--- config.mk ---
export PLATFORM = sky130hd
export DESIGN_NAME = prbs_replica
export DESIGN_NICKNAME = d
export VERILOG_FILES = /design/src/rtl/prbs_pkg.sv /design/src/rtl/prbs_replica.sv
export SDC_FILE = /design/constraint.sdc
export NUM_CORES = 1
export LEC_CHECK = 0
export CELL_PAD_IN_SITES_DETAIL_PLACEMENT = 0
export CELL_PAD_IN_SITES_GLOBAL_PLACEMENT = 1
export CORE_AREA = 3 3 40 42
export CTS_BUF_LIST = sky130_fd_sc_hd__clkbuf_8
export CTS_CLUSTER_DIAMETER = 120
export CTS_CLUSTER_SIZE = 12
export DETAILED_ROUTE_END_ITERATION = 8
export DIE_AREA = 0 0 43 45
export PLACE_DENSITY_LB_ADDON = 0.1
export SYNTH_ARGS = -nofsm -noshare
export SYNTH_HDL_FRONTEND = slang
export SYNTH_SLANG_ARGS = --single-unit
--- constraint.sdc ---
create_clock -name clk -period 1.1 [get_ports clk]
set_clock_uncertainty 0.15 [all_clocks]
set_input_delay 0.22 -clock clk [delete_from_list [all_inputs] [get_ports clk]]
set_output_delay 0.22 -clock clk [all_outputs]
set_load 0.1 [all_outputs]
--- src/rtl/prbs_pkg.sv ---
// Shared definitions for the 6-bit PRBS generator/checker pair.
// The update function lives here so both ends of the link use identical logic.
package prbs_pkg;

  localparam int PRBS_W = 6;
  localparam logic [PRBS_W-1:0] DEFAULT_POLY = 6'b101001;
  localparam logic [PRBS_W-1:0] PRBS_SEED    = 6'b000001;

  // Checker alignment FSM: hunting for phase, or aligned and counting errors.
  typedef enum logic {
    SEARCH = 1'b0,
    LOCKED = 1'b1
  } chk_state_e;

  // One LFSR step: shift left (dropping the old MSB), then fold the mask in
  // when the new top bit matches the mask's top bit.
  function automatic logic [PRBS_W-1:0] prbs_next(input logic [PRBS_W-1:0] state,
                                                  input logic [PRBS_W-1:0] poly);
    logic [PRBS_W-1:0] shifted;
    shifted = {state[PRBS_W-2:0], 1'b0};
    if (shifted[PRBS_W-1] == poly[PRBS_W-1]) begin
      return poly ^ shifted;
    end
    return shifted;
  endfunction

endpackage

--- src/rtl/prbs_replica.sv ---
// Local replica of the transmit LFSR. It only steps when told to, so the
// checker can hold it for one bit to slip its phase against the stream.
module prbs_replica
  import prbs_pkg::*;
#(
  parameter logic [PRBS_W-1:0] POLY = DEFAULT_POLY
) (
  input  logic clk,
  input  logic reset,
  input  logic advance,
  output logic bit0
);

  logic [PRBS_W-1:0] lfsr;

  // Replica register: seed on reset, step on advance, otherwise hold.
  always_ff @(posedge clk) begin
    if (reset) begin
      lfsr <= PRBS_SEED;
    end else if (advance) begin
      lfsr <= prbs_next(lfsr, POLY);
    end
  end

  assign bit0 = lfsr[0];

endmodule

==> reports/metrics.yaml <==
initial_core_util: 0.147
leakagePower_uw: 0.000126
synthTopCellsByCount: "5 x dfxtp_1, 4 x nor2_1, 3 x mux2i_1"
io_buffers: 3
cts_tree: "yes"
cts_buffers: 3
drt-pass1-iter-count: 3
crit_arrival_ps: 750
cts_root_buffer: "clkbuf_8"
fin_hold_ws_ps: 354
die_h_um: 45
yosysMostFrequentCell: "dfxtp_1"
synth_nets: 20
post-route-worst-setup-slack_ps: -20.2
path_max_fanout: 3
clk_latency_ps: 220
required_ps: 730
ys_seq_area_frac: 0.530
postCtsSetupRepairBufs: 0
largest_reg_flops: 5
yosysWarnings: 0
antenna_found_initial: 0
cts.sinks: 5
ios: 4
power_density_nw_per_um2: 2040
die_area_um2: 1940
critPathMaxStageDelay_ps: 360
yosysTopAreaCellShare: 0.530
rsz0062_at_grt: "yes"
tightest_slew_ps: 302
grt_max_degree: 8
grt-ovfl-total: 0
via_per_inst: 3.51
outcome: "finished, violations left"
cp-start-kind: "flop"
vias: 137
routed_wl_um: 366
fin_crit_ps: 1120
power.total_uw: 601
stdcell_area_um2: 295
final.period_utilization: 1.02
crit_buf_inv: 1
top_regs: "lfsr x5"
path_cells: "buf_12"
synth_edf_count: 0
dpl_cell_area_um2: 251
synth.avg_cell_area_um2: 11.1
setup_violations: 1
remaining_drc_errors: 0
syn_inst: 17
max_freq_mhz: 893
critPathTopFamily: "flip-flops"
hpwl_um: 263
synth.area.top_cells: "dfxtp_1 53%, mux2i_1 16%, nor2_1 7.9%, a211oi_2 6.6%, a211o_1 4.6%"
row_count: 13
syn_area_um2: 189
antenna_cells: 0
path_clk_slew_ps: 40
async_reset_ff_frac: 0
fill_cells: 136
slew_violations: 0
cts.path.max_buffers: 2
grt_usage: 0.0533
wl_per_cell_um: 9.38
ys_seq_elements: 5
grt_first_pass_wirelength_um: 614
maxSlewHeadroom: 0.798
first_iter_violations: 3
maxCapViolCount: 0
crit_path_end_kind: "primary output"
ant_nets: 0
place_inst: 35
synth-main-ff-cell: "dfxtp_1"
finalHoldViolCount: 0
core_area_um2: 1280
layout.nets: 28
hold_path.class: "reg -> reg"
die_w_um: 43
peakVddDrop_mv: 0.866
regMostFlops: "lfsr"
ctsHtreeMaxLevel: 1
critPathKind: "reg -> out"
area_growth_pct: 56.3
fin_setup_tns_ps: -20.2
slowest_stage: "dfxtp_4"
violations: "negative setup slack"
yosysUniqueCellTypes: 8
gp_congestion: 0.574
grt_pass1_vias: 146
drive_above_1_share: 0.292
final_cell_count_no_fill: 39
yosys.area.top_type: "dfxtp_1"
kinds of logic after synthesis:
| kind of cell | share of synthesized area |
|---|---|
| flip-flops | 0.530 |
| AND/OR/NAND/NOR | 0.113 |
| multiplexers | 0.159 |
| AO/OA/AOI/OAI | 0.113 |
| XOR/XNOR | 0.0464 |
| buffers and inverters | 0.0397 |
layer usage:
metal,routed length (µm),up-vias,global-route usage
li1,-,70,-
met1,175,60,0.0580
met2,154,5,0.0479
met3,25,2,0.0359
met4,10,0,0.0904
met5,0,-,0
power by group:
| part | switching [µW] | total [µW] | internal, µW |
|---|---|---|---|
| sequential | 8.56 | 202 | 193 |
| combinational | 36.9 | 68.1 | 31.1 |
| clock | 92.0 | 331 | 239 |
cell usage in the layout (no fill, tap or decap):
cell,n
dfxtp_1,4
nor2_1,4
mux2i_1,3
a211oi_2,1
xnor2_1,1
buf_12,1
dlygate4sd2_1,1
nor2b_1,1
clkbuf_8,3
dfxtp_4,1
inv_1,1
a211o_1,1
clkdlybuf4s50_1,1
buf_4,1
metrics by stage:
stage	setup slack (ps)	util
final	-20.2	0.230
after CTS	-27.7	0.230
after detailed placement	-352	0.196
after global routing	-42.9	0.230
after floorplan	34.2	-
after global placement	-367	0.196
area by class of cell:
cell class                      instances  area [µm²]  area share
Clock buffer                            3        41.3       0.140
Clock inverter                          1        3.75      0.0127
Multi-Input combinational cell         11        81.3       0.275
Sequential cell                         5         104       0.352
Tap cell                               15        18.8      0.0636
Timing Repair Buffer                    4        46.3       0.157
final timing paths:
kind	from	end	slack, ps	cells after the start
max	lfsr[0]$_SDFFE_PP1P_	bit0	-20	1
min	lfsr[1]$_SDFFE_PP0P_	lfsr[2]$_SDFFE_PP0P_	350	2
min reg2reg	lfsr[1]$_SDFFE_PP0P_	lfsr[2]$_SDFFE_PP0P_	350	2
max reg2reg	lfsr[0]$_SDFFE_PP1P_	lfsr[0]$_SDFFE_PP1P_	130	2
what timing repair did:
item,CTS,global route
setup endpoints to repair,6,1
hold buffers,0,0
resized for setup,1,0
No activity file was read; power rests on OpenSTA's default activity.
